`src/rtl/perf_cnt_pkg.sv`:
```
// Shared types and constants for the performance counter bank.
package perf_cnt_pkg;

  typedef enum logic {ST_RUN, ST_HALTED} perf_st_e;

  localparam int CH_CYCLE  = 0;
  localparam int CH_BRANCH = 1;
  localparam int CH_JUMP   = 2;
  localparam int PERF_W    = 32;

endpackage

```
`src/rtl/perf_cnt_channel.sv`:
```
// One event counter with shadow capture and sticky overflow.
// Build option PERF_CNT_SAT_EN: saturate at all-ones instead of wrapping.
import perf_cnt_pkg::*;

module perf_cnt_channel #(
  parameter int WIDTH = PERF_W
) (
  input  logic             clk,
  input  logic             clr,
  input  logic             inc,
  input  logic             freeze,
  input  logic             snap,
  output logic [WIDTH-1:0] count,
  output logic [WIDTH-1:0] shadow,
  output logic             ovf
);

  logic [WIDTH-1:0] count_q, count_d;
  logic [WIDTH-1:0] shadow_q, shadow_d;
  logic             ovf_q, ovf_d;
  logic             inc_en;

  always_comb begin
    inc_en  = inc & ~freeze;
    count_d = count_q;
    ovf_d   = ovf_q;
`ifdef PERF_CNT_SAT_EN
    if (inc_en && !(&count_q)) begin
      count_d = count_q + WIDTH'(1);
      if (&count_d) ovf_d = 1'b1;
    end
`else
    if (inc_en) begin
      count_d = count_q + WIDTH'(1);
      if (&count_q) ovf_d = 1'b1;
    end
`endif
    // Snapshot sees the post-increment value so the same-cycle event is kept.
    shadow_d = snap ? count_d : shadow_q;
  end

  always_ff @(posedge clk) begin
    if (clr) begin
      count_q  <= '0;
      shadow_q <= '0;
      ovf_q    <= 1'b0;
    end else begin
      count_q  <= count_d;
      shadow_q <= shadow_d;
      ovf_q    <= ovf_d;
    end
  end

  assign count  = count_q;
  assign shadow = shadow_q;
  assign ovf    = ovf_q;

endmodule

```
`src/rtl/perf_counter_bank.sv`:
```
// Bank of NUM_CH event counters with halt FSM, snapshot and registered read port.
// Build option PERF_CNT_SAT_EN selects saturating counters (see perf_cnt_channel).
import perf_cnt_pkg::*;

module perf_counter_bank #(
  parameter int NUM_CH = 3,
  parameter int WIDTH  = PERF_W,
  parameter int SEL_W  = 4
) (
  input  logic              clk,
  input  logic              clr,
  input  logic [NUM_CH-1:0] event_in,
  input  logic              halt_req,
  input  logic              snap,
  input  logic [SEL_W-1:0]  rd_sel,
  output logic [WIDTH-1:0]  rd_data,
  output logic [NUM_CH-1:0] ovf,
  output logic              halted
);

  perf_st_e state_q, state_d;
  logic     freeze;

  logic [NUM_CH-1:0][WIDTH-1:0] count_w;
  logic [NUM_CH-1:0][WIDTH-1:0] shadow_w;
  logic [WIDTH-1:0]             rd_data_q, rd_data_d;

  always_comb begin
    state_d = state_q;
    freeze  = 1'b0;
    case (state_q)
      ST_RUN:     if (halt_req) state_d = ST_HALTED;
      ST_HALTED:  freeze = 1'b1;
      default:    state_d = ST_RUN;
    endcase
  end

  always_ff @(posedge clk) begin
    if (clr) state_q <= ST_RUN;
    else     state_q <= state_d;
  end

  for (genvar i = 0; i < NUM_CH; i++) begin : g_ch
    perf_cnt_channel #(.WIDTH(WIDTH)) u_ch (
      .clk    (clk),
      .clr    (clr),
      .inc    (event_in[i]),
      .freeze (freeze),
      .snap   (snap),
      .count  (count_w[i]),
      .shadow (shadow_w[i]),
      .ovf    (ovf[i])
    );
  end

  // Compare-based mux: selects past NUM_CH fall through to zero.
  always_comb begin
    rd_data_d = '0;
    for (int i = 0; i < NUM_CH; i++) begin
      if (rd_sel == SEL_W'(i)) rd_data_d = shadow_w[i];
    end
  end

  always_ff @(posedge clk) begin
    if (clr) rd_data_q <= '0;
    else     rd_data_q <= rd_data_d;
  end

  assign rd_data = rd_data_q;
  assign halted  = (state_q == ST_HALTED);

endmodule

```
`config.mk`:
```
export PLATFORM = sky130hd
export DESIGN_NAME = perf_counter_bank
export DESIGN_NICKNAME = d
export VERILOG_FILES = /design/src/rtl/perf_cnt_pkg.sv /design/src/rtl/perf_cnt_channel.sv /design/src/rtl/perf_counter_bank.sv
export SDC_FILE = /design/constraint.sdc
export NUM_CORES = 1
export LEC_CHECK = 0
export CORE_ASPECT_RATIO = 0.5
export CORE_MARGIN = 1
export CORE_UTILIZATION = 65
export DETAILED_ROUTE_END_ITERATION = 16
export PLACE_DENSITY = 0.85
export SETUP_SLACK_MARGIN = 0.5
export SLEW_MARGIN = 30
export SYNTH_ARGS = -nofsm -noshare
export SYNTH_HDL_FRONTEND = slang
export SYNTH_HIERARCHICAL = 1
export SYNTH_SLANG_ARGS = --single-unit
```
`constraint.sdc`:
```
create_clock -name clk -period 3.1 [get_ports clk]
set_input_delay 0.62 -clock clk [delete_from_list [all_inputs] [get_ports clk]]
set_output_delay 0.62 -clock clk [all_outputs]
set_load 0.005 [all_outputs]
```
== After elaboration in Yosys (flattened, before gate mapping) ==
Cells that the tools add are included.
Widths: inputs -> output; s select.

* Logic and storage cells: 33
* Bits in read-only memories: 0
* Memories: 0
* Register bits: 228
* Memory bits (writable): 0
* Output and inout bits: 36
* Latch bits: 0

* Multiplexer cells: 9
* Bitwise logic cells: 4
* Equal/unequal tests: 2
* Order comparisons: 0
* Add/subtract/negate cells: 3
* Divide/modulo/power cells: 0
* Reduce and logical (&&, ||, !) cells: 4
* $mul: 0
* Shifts and indexed selects: 0

{| class="wikitable"
|+ Operator list
! operator !! count
|-
| $mux 32 || 6
|-
| $reduce_and 33->1 || 3
|-
| $add 32x1->32 const B || 3
|-
| $eq 4x1->1 const B || 1
|-
| $eq 4x2->1 const B || 1
|-
| $logic_not 4->1 || 1
|-
| $and 1x1->1 || 3
|-
| $mux 1 || 3
|-
| $not 1->1 || 1
|}

== Logic depth before layout (Yosys ltp) ==
* Depth after elaboration: 4
* Gate-level depth with buffers: 7
* Depth with buffers taken out: 5

== Modules after synthesis ==
The synthesis kept the hierarchy.

{| class="wikitable"
|+ Modules (own cells, without submodules)
! module !! area an instance (µm²) !! instances !! sequential area each (µm²) !! cells an instance
|-
| perf_cnt_channel || 2845.2 || 3 || 1301.2 || 322
|-
| perf_counter_bank || 1830.5 || 1 || 660.6 || 185
|}

== Least setup slack after synthesis ==
OpenSTA, ideal clock, no wires.

* Path kind: input -> register
* Start: input event_in[0]
* End: register g_ch[0].u_ch.shadow_q[30]
* Library setup time: 0.091 ns
* Arrival: 1.901 ns
* Stages: 5
* Setup slack: 1.108 ns
* Required time: 3.009 ns
* Cell sequence: and4b_1 > buf_2 > nand4_2 > or4_1 > a311oi_1

* Cells in the longest elaborated chain, start to end: 2

{| class="wikitable"
|+ Ends and longest elaborated chain
! item !! line !! RTL
|-
| start, declared || perf_counter_bank.sv:12 || <nowiki>input logic [NUM_CH-1:0] event_in,</nowiki>
|-
| $and 1x1->1 || perf_cnt_channel.sv:24 || <nowiki>inc_en = inc & ~freeze;</nowiki>
|-
| $mux 32 || perf_cnt_channel.sv:33 || <nowiki>if (inc_en) begin</nowiki>
|-
| end signal, assigned || perf_cnt_channel.sv:49 || <nowiki>shadow_q <= shadow_d;</nowiki>
|-
| end, declared || perf_cnt_channel.sv:19 || <nowiki>logic [WIDTH-1:0] shadow_q, shadow_d;</nowiki>
|}

Every way passes these cells.
A chain may end at the register's enable or synchronous reset.

== Final worst setup path ==
* Start: register g_ch[1].u_ch.count_q[3]
* End: register g_ch[1].u_ch.shadow_q[25]

* Cells in the longest elaborated chain, start to end: 2

{| class="wikitable"
|+ Ends and longest elaborated chain
! item !! line !! RTL
|-
| start, declared || perf_cnt_channel.sv:18 || <nowiki>logic [WIDTH-1:0] count_q, count_d;</nowiki>
|-
| start signal, assigned || perf_cnt_channel.sv:48 || <nowiki>count_q <= count_d;</nowiki>
|-
| $add 32x1->32 || perf_cnt_channel.sv:34 || <nowiki>count_d = count_q + WIDTH'(1);</nowiki>
|-
| $mux 32 || perf_cnt_channel.sv:33 ||
|-
| end signal, assigned || perf_cnt_channel.sv:49 ||
|-
| end, declared || perf_cnt_channel.sv:19 ||
|}

Every way passes these cells.

==> run metrics <==
Max Slew Vio Count=0; WP buf/inv=0; Compound-Gate Fraction of Synth Area=0.2082; die height=91.30 µm; largest stage delay on the critical path=0.67 ns; Req. time, crit path=3.47 ns; Filler Cell Count=1091; sequential fraction of the synthesis area=0.4403; CP delay by family, top=simple AND/OR/NAND/NOR gates; initial core utilization=0.6690; area leader, netlist=dfxtp_1; Critical Path Start Type=register; initial antenna violation count=0; largest family of logic cells by synthesized area=simple AND/OR/NAND/NOR gates; ANT cells=0; Syn. warnings=6; htree depth=1; routed wire length=25220 µm; synthesized flop and latch total=228; CP max-delay cell=or4_1; Reg area=0.004564 mm²; Setup-failing EPs final=0; CTS max path bufs=3; largest net degree at the start of global routing=82; number of flops mapped to enable cells by yosys=0; DRT antenna net count=0; power density over cell area=513.7 mW/mm²; Total GRT Usage=0.3048; Worst-path clk slew=0.07 ns; area of the multi-input gates=0.005355 mm²; DRT Pass-1 Iters=5; IO buf count=46; Post-Synth Adder-Cell Area=0.003621; clock root buffer=clkbuf_16; ys flop type=dfxtp_1; first-pass GRT wire length=40900 µm; drt drc=0; num ports=47; Mapped Cells=1151; post-CTS sizing=0; core area=0.01549 mm²; Peak supply drop=0.0003460 V; outcome=completed; skew final=0.009937 ns; CTS tree=yes; placed cell count=1326; CP Cell Sequence=and4_1 -> nand2_1 -> or4_1 -> a311oi_1; crit-path max FO=21; Worst Setup End Kind=register; final net count=1158; start of the worst register-to-register path=g_ch[1].u_ch/count[3]; total CTS buffers=20; CTS Sinks=228; Synth area leaders=dfxtp_1, nor2_1, a211oi_1; Crit Path Category=reg2reg; Final min period=2.492 ns; vias in the first global route=7924; worst skew pair latency=0.49 ns; syn nets=1165; post-route insts no fill=1361; Worst Path Arrival=2.87 ns; die width=180.6 µm; RSZ-0062 raised after global routing=false; leakage=3.667 nW; share of cells above drive strength 1=0.09939; worst setup path startpoint=g_ch[1].u_ch/count[3]; Simple-Gate Fraction of Synth Area=0.2666; drt wl/cell=18.53 µm; TNS Setup=0 ns; synthesized area=0.01037 mm²; top cells by count, synth=dfxtp_1, nor2_1, a211oi_1; most frequent cell after synthesis=dfxtp_1; Via density=6.539; grt ovf=0; hold_buf cts=0; crit share post-route=0.8038; min-delay src=g_ch[0].u_ch/shadow[22]; GP Congestion=0.8873; Area Growth Syn to Fin=10.77%; slew of the pin with the lowest slew margin=0.9250 ns; library cells used by synthesis=43; max frequency=401.3 MHz; Mean Syn Cell Area=9.006 µm²; max-capacitance violation count=0; worst hold path class=reg2reg; num rows=32; Rel. slew slack=0.3833; hpwl dp=16910 µm; full die area=0.01649 mm²; mux contribution to synthesized area=0.01267; setup bufs post-CTS=0; Final Hold Vio Count=0; routed vias=8900; share of the synthesized area in the top cell type=0.4403; Post-synth ARST share=0; Iteration-0 DRC Markers=864; xor-xnor portion of the synthesized cell area=0.02535
## area by class of cell
class / count / area share
Tap cell: 204 / 0.02223
Timing Repair Buffer: 64 / 0.05448
Clock buffer: 30 / 0.05394
Sequential cell: 228 / 0.3975
Multi-Input combinational cell: 821 / 0.4664
Clock inverter: 5 / 0.002506
Inverter: 9 / 0.002942
## cell usage in the layout (no fill, tap or decap), types with 15 or more instances in the layout
cell type / count
dfxtp_1: 228
nor2_1: 149
a211oi_1: 67
a21oi_1: 57
a311oi_1: 54
nand2_1: 51
or4_1: 42
o31ai_1: 42
clkdlybuf4s50_1: 42
nor2b_1: 41
nand3_1: 39
nand2b_1: 35
nand4_1: 33
a211oi_2: 30
xor2_1: 27
clkbuf_16: 21
or3_1: 21
nor4_1: 21
o21ai_0: 18
buf_4: 15
## per-layer routing
| layer | up-vias | track usage | wire (µm) |
|---|---|---|---|
| li1 | 4307 | - | - |
| met1 | 4222 | 0.4456 | 11930 |
| met4 | 0 | 0.05627 | 282 |
| met5 | - | 0 | 0 |
| met2 | 340 | 0.4674 | 10890 |
| met3 | 31 | 0.06057 | 2123 |
## kinds of logic after synthesis
kind of cell / Yosys count
DFF: 228
muxes: 12
AOI/OAI and AO/OA: 280
xor gates and xnor gates: 30
adders and majority gates: 3
and+or+nand+nor: 496
buffers and inverters: 102
## final timing paths
kind	slack [ns]	to	cells after the start
worst min-delay path	0.48	g_ch[0].u_ch/shadow[22]	2
worst min register to register	0.48	g_ch[0].u_ch/shadow[22]	2
worst max-delay path	0.61	g_ch[1].u_ch/shadow[25]	4
worst max register to register	0.61	g_ch[1].u_ch/shadow[25]	4
## state kept, by name, indices dropped and copies added (netlist names)
register,count
g_ch.u_ch/count,96
g_ch.u_ch/shadow,96
rd_data,32
g_ch.u_ch/ovf,3
halted,1
## worst min-delay path, stage by stage, from the launching register on
cell	delay, ns
dfxtp_1	0.31
nor2_1	0.08
a311oi_1	0.05
## per-stage QoR
stage	instance area (µm²)	setup slack [ns]	utilization	power, mW	hold slack (ns)
after floorplan	10370	1.108	-	3.366	0.4512
after global placement	10830	0.2987	0.6992	3.468	0.4656
after detailed placement	10830	0.2194	0.6992	3.485	0.4740
after CTS	11480	0.6504	0.7410	5.922	0.4869
after global routing	11480	0.5039	0.7410	6.085	0.5024
final	11480	0.6081	0.7410	5.899	0.4813
## power breakdown
group / total [mW] / switching [mW] / leakage (nW) / internal, mW
combinational: 0.373 / 0.234 / 1.49 / 0.139
clock: 2.47 / 1.08 / 0.326 / 1.39
sequential: 3.06 / 0.0516 / 1.86 / 3.00
total: 5.90 / 1.37 / 3.67 / 4.53
Power figures use the tool's default switching activity.
